File: src/rtl/qspi_xip_cache.sv
// Read-only direct-mapped execute-in-place cache. It sits between an AXI4-Lite read port
// and the word-burst request/data port of the QSPI flash controller.
module qspi_xip_cache #(
    parameter int          ADDR_W         = 24,
    parameter int          LINES          = 16,
    parameter int          WORDS_PER_LINE = 4,
    parameter logic [31:0] BASE_ADDR      = 32'h1000_0000,
    parameter int          CNT_W          = 32
) (
    input  logic              aclk,
    input  logic              aresetn,
    input  logic              arvalid,
    output logic              arready,
    input  logic [31:0]       araddr,
    input  logic [2:0]        arprot,
    output logic              rvalid,
    input  logic              rready,
    output logic [31:0]       rdata,
    output logic [1:0]        rresp,
    input  logic              inv,
    output logic              flash_req_valid,
    input  logic              flash_req_ready,
    output logic [ADDR_W-1:0] flash_req_addr,
    output logic [7:0]        flash_req_len,
    input  logic [31:0]       flash_rdata,
    input  logic              flash_rvalid,
    output logic              flash_rready,
    output logic [CNT_W-1:0]  hit_count,
    output logic [CNT_W-1:0]  miss_count
);
    localparam int WB = $clog2(WORDS_PER_LINE);
    localparam int IB = $clog2(LINES);
    localparam int LO = WB + 2;
    localparam int TW = ADDR_W - LO - IB;

    // Handshakes: a transfer happens on a rising edge where valid and ready are both high.
    // A valid, once raised, stays high with its payload stable until the transfer.
    typedef enum logic [2:0] {IDLE, LOOKUP, FILL_REQ, FILL_DATA, RESP} state_t;
    state_t state, state_next;

    logic [31:0]          addr_q;
    logic [31:0]          off;
    logic [WB-1:0]        word;
    logic [IB-1:0]        idx;
    logic [TW-1:0]        tag;
    logic [WB-1:0]        beat_cnt;
    logic [LINES-1:0]     valid_q;
    logic                 inv_pending;
    logic [TW-1:0]        tag_mem  [LINES];
    logic [31:0]          data_mem [LINES*WORDS_PER_LINE];
    logic                 bad_addr, hit, last_beat;
    logic                 unused;

    assign off       = addr_q - BASE_ADDR;
    assign word      = off[LO-1:2];
    assign idx       = off[LO+IB-1:LO];
    assign tag       = off[ADDR_W-1:LO+IB];
    // BASE_ADDR is aligned to the window size, so the window test is an upper-bit compare.
    assign bad_addr  = (addr_q[31:ADDR_W] != BASE_ADDR[31:ADDR_W]) || (addr_q[1:0] != 2'b00);
    assign hit       = valid_q[idx] && (tag_mem[idx] == tag);
    assign last_beat = flash_rvalid && (beat_cnt == WB'(WORDS_PER_LINE - 1));
    assign flash_req_len = 8'(WORDS_PER_LINE);
    assign unused    = ^{arprot, off[31:ADDR_W], off[1:0]};

    always_ff @(posedge aclk or negedge aresetn) begin
        if (!aresetn) state <= IDLE;
        else          state <= state_next;
    end

    always_comb begin
        state_next = state;
        case (state)
            IDLE:      if (arvalid && arready) state_next = LOOKUP;
            LOOKUP:    state_next = (bad_addr || hit) ? RESP : FILL_REQ;
            FILL_REQ:  if (flash_req_ready) state_next = FILL_DATA;
            FILL_DATA: if (last_beat) state_next = RESP;
            RESP:      if (rready) state_next = IDLE;
            default:   state_next = IDLE;
        endcase
    end

    always_comb begin
        rvalid          = (state == RESP);
        flash_req_valid = (state == FILL_REQ);
        flash_rready    = (state == FILL_DATA);
    end

    always_ff @(posedge aclk or negedge aresetn) begin
        if (!aresetn) begin
            arready        <= 1'b0;
            addr_q         <= '0;
            rdata          <= '0;
            rresp          <= 2'b00;
            flash_req_addr <= '0;
            beat_cnt       <= '0;
            valid_q        <= '0;
            inv_pending    <= 1'b0;
            hit_count      <= '0;
            miss_count     <= '0;
        end else begin
            // Registered so that arready stays low while reset is asserted.
            arready <= (state_next == IDLE);
            if (state == IDLE && arvalid && arready) addr_q <= araddr;
            if (state == LOOKUP) begin
                rresp <= bad_addr ? 2'b10 : 2'b00;
                if (bad_addr) begin
                    rdata <= '0;
                end else if (hit) begin
                    rdata <= data_mem[{idx, word}];
                    if (hit_count != '1) hit_count <= hit_count + 1'b1;
                end else begin
                    if (miss_count != '1) miss_count <= miss_count + 1'b1;
                    flash_req_addr <= {off[ADDR_W-1:LO], LO'(0)};
                    beat_cnt       <= '0;
                end
            end
            if (state == FILL_DATA && flash_rvalid) begin
                beat_cnt <= beat_cnt + 1'b1;
                if (beat_cnt == word) rdata <= flash_rdata;
            end
            // The tag compare in LOOKUP sees the pre-clear valid bits, so a same-cycle hit stands.
            if (inv)
                valid_q <= '0;
            else if (state == FILL_DATA && last_beat && !inv_pending)
                valid_q[idx] <= 1'b1;
            if (state == IDLE)
                inv_pending <= 1'b0;
            else if (inv && (state == FILL_REQ || state == FILL_DATA))
                inv_pending <= 1'b1;
        end
    end

    always_ff @(posedge aclk) begin
        if (state == FILL_DATA && flash_rvalid) begin
            data_mem[{idx, beat_cnt}] <= flash_rdata;
            if (last_beat) tag_mem[idx] <= tag;
        end
    end
endmodule

File: config.mk
export PLATFORM = sky130hd
export DESIGN_NAME = qspi_xip_cache
export DESIGN_NICKNAME = d
export VERILOG_FILES = /design/src/rtl/qspi_xip_cache.sv
export SDC_FILE = /design/constraint.sdc
export NUM_CORES = 2
export LEC_CHECK = 0
export CAP_MARGIN = 20
export CORE_ASPECT_RATIO = 1.4
export CORE_UTILIZATION = 45
export DETAILED_ROUTE_END_ITERATION = 10
export SYNTH_ARGS = -nofsm -noshare
export SYNTH_HDL_FRONTEND = slang
export SYNTH_SLANG_ARGS = --single-unit
File: constraint.sdc
create_clock -name aclk -period 6.1 [get_ports aclk]
set_clock_uncertainty 0.2 [all_clocks]
set_input_delay 0.915 -clock aclk [delete_from_list [all_inputs] [get_ports aclk]]
set_output_delay 0.915 -clock aclk [all_outputs]
set_load 0.01 [all_outputs]
==> results by group <==
Setup path
  • Delay of the slowest cell on the worst path: 0.94 ns
  • CP startpoint kind: flip-flop
  • Worst Path Max Fanout: 43
  • CP cell instances: inv_2 > nor2_4 > buf_4 > nand2_1 > buf_4 > nor2_4 > buf_12
  • Crit path kind: reg2reg
  • Slowest cell on crit path: dfrtp_4
  • Required time of the worst setup path: 6.44 ns
  • Crit path DAT: 5.17 ns
  • Crit path capture type: flip-flop

STA
  • Min cycle time layout: 4.82 ns
  • Unrepaired setup endpoints after global routing: no
  • Setup violators final: 0
  • Slew Viols, Final: 0
  • Slew @ Worst Pin: 1.13 ns
  • Hold slack: 0.159 ns
  • Final worst-path cycle share: 79.1%
  • Setup TNS: 0 ns
  • Final hold violations: 0
  • Max Freq: 207 MHz
  • Relative slew margins: 24.5%

Detailed routing
  • Via count: 48000
  • Length of the first detailed-routing pass in iterations: 5
  • Remaining DRCs: 0
  • DR vias/cell: 6.04
  • Mean routed wirelength per cell: 32.7 µm
  • Starting DRT DRC Count: 5286
  • Final ANT Viol Nets: 0
  • Routed wire length: 260000 µm

CTS
  • Htree depth: 4
  • Clock latency on the worst-skew pair: 0.89 ns
  • Max clock buf depth: 4
  • Post_cts resized: 0
  • Cts-stage hold buffer count: 1
  • Root buffer cell: clkbuf_16
  • CTS buffer count: 230
  • Clk slew on worst S/H paths: 0.06 ns
  • CTS sink cnt: 2476
  • CTS tree: yes
  • Setup fix buffers added after clock tree synthesis: 0

Final layout
  • # fillers: 16500
  • Area Growth Syn to Fin: 15.4%
  • Share of cells above drive strength 1: 26.4%
  • Commonest cells after routing, fill and taps aside: edfxtp_1, mux4_2, clkbuf_16, buf_4, nand2_1
  • Layout Nets: 5024
  • Most common cell after layout, fill and taps aside: edfxtp_1

Logic synthesis
  • Post-synthesis sequential area ratio: 76.8%
  • Synth unique cells: 70
  • Gate count of the mapped netlist: 4532
  • Synth Register Bits: 2476
  • Post-synth EDFFs: 2304
  • Ys Warns: 0
  • Avg Inst Size Synth: 21.1 µm²
  • Top FF cell, synth: edfxtp_1
  • Cell Area, Synth: 0.0957 mm²
  • Asr flop ratio synth: 6.95%

Floorplanning
  • Height of the die: 548 µm
  • Die W: 392 µm
  • # IOs: 208
  • Core area: 0.211 mm²
  • FP Rows: 199
  • Initial core utilization: 45.4%
  • Die area: 0.215 mm²

Pwr
  • Pwr Density: 425 mW/mm²
  • Peak supply drop: 287 µV
  • Leak Pwr: 35.8 nW

Global route
  • Total global routing overflow: 0
  • Initial antenna violation count: 8
  • Largest net degree at the start of global routing: 109
  • Global-route wire length before repair: 369000 µm
  • GRT Total Usage: 24.3%
  • Vias in the first global route: 49100

Run
  • Max-cap violations: 0

Placement
  • RD Place Congestion: 0.835
  • Port Buffers: 191
  • Post-DP HPWL: 153000 µm

Run status
  • Status: finished, final reports clean

Hold path
  • Hold Path Class: in2reg
cells in the mapped netlist, types with 26 or more instances:
library cell / n / area share (%)
nand2_1: 170 / 0.67
xnor2_1: 50 / 0.46
a22o_1: 32 / 0.29
edfxtp_1: 2304 / 72
dfrtp_1: 172 / 4.5
nand3_1: 57 / 0.30
mux4_2: 601 / 14
o21ai_0: 40 / 0.21
clkbuf_1: 122 / 0.48
a21o_1: 28 / 0.22
buf_1: 52 / 0.20
mux2i_1: 94 / 0.98
nor3_1: 37 / 0.19
nor2_1: 228 / 0.89
o22ai_1: 84 / 0.55
xor2_1: 35 / 0.32
and3_1: 30 / 0.20
a21oi_1: 26 / 0.14
mux2_2: 55 / 0.65
buf_2: 61 / 0.32
where the power goes:
part	internal [mW]	switching, mW	total, mW
Sequential	19.0	0.554	19.5
Clock	8.11	6.25	14.4
Combinational	5.51	7.55	13.1
Total	32.6	14.4	46.9
logic make-up after synthesis:
| family | share of synthesized area (%) |
|---|---|
| simple gates | 2.88 |
| compound gates | 2.49 |
| other cells | 0.00785 |
| flops | 76.8 |
| fa+ha+maj | 0.0392 |
| mux | 15.8 |
| xor+xnor | 0.778 |
| buf+inv | 1.23 |
through the flow:
stage	setup slack [ns]	instance area (µm²)	cells	power (mW)	util, %
after global routing	1.22	110000	7944	48.4	52.4
after global placement	1.16	103000	7516	32.9	48.8
after floorplan	1.47	95700	4543	27.7	-
after detailed placement	1.30	103000	7517	33.0	48.8
final	1.28	110000	7946	46.9	52.4
after CTS	1.29	110000	7932	47.2	52.3
critical path, delay by kind of cell, from the launching register on:
kind	cells	cell delay (ns)
buffers and inverters	4	1.46
and+or+nand+nor	3	1.82
DFF	1	0.94
metal layers:
metal | vias up | GRT usage, % | part of all wire (%) | wire length [µm]
met5 | - | 0 | 0.021 | 55
met4 | 10 | 7.17 | 3.0 | 7770
met3 | 426 | 4.44 | 7.6 | 19900
met2 | 1972 | 41.8 | 51 | 133000
met1 | 26100 | 31.5 | 38 | 99200
li1 | 19600 | - | - | -
final cells by class:
| cell class | count | area, µm² | share of cell area [%] |
|---|---|---|---|
| Antenna cell | 3 | 7.51 | 0.00680 |
| Clock buffer | 273 | 6010 | 5.44 |
| Clock inverter | 141 | 1410 | 1.27 |
| Inverter | 13 | 56.3 | 0.0510 |
| Multi-Input combinational cell | 1797 | 21600 | 19.6 |
| Sequential cell | 2476 | 73500 | 66.6 |
| Tap cell | 2814 | 3520 | 3.19 |
| Timing Repair Buffer | 429 | 4250 | 3.85 |
registers in the layout (all words and copies together), names as in the netlist:
register        cells
addr_q             32
arready             1
beat_cnt            2
data_mem         2048
flash_req_addr     20
hit_count          32
inv_pending         1
miss_count         32
rdata              32
rresp               1
state               3
tag_mem           256
valid_q            16
final timing paths:
kind,from,endpoint,slack (ns),cells past startpoint
max in group asynchronous,aresetn,addr_q[7]$_DFFE_PN0P_,3.97,3
min in group asynchronous,aresetn,hit_count[17]$_DFFE_PN0P_,0.54,2
max,addr_q[7]$_DFFE_PN0P_,data_mem[60][16]$_DFFE_PP_,1.28,7
max reg2reg,addr_q[7]$_DFFE_PN0P_,data_mem[60][16]$_DFFE_PP_,1.28,7
min,flash_rdata[29],data_mem[12][29]$_DFFE_PP_,0.16,1
min reg2reg,rdata[13]$_DFF_PN0_,rdata[13]$_DFF_PN0_,0.28,1
Note: power is estimated with default switching activity, not from simulation.
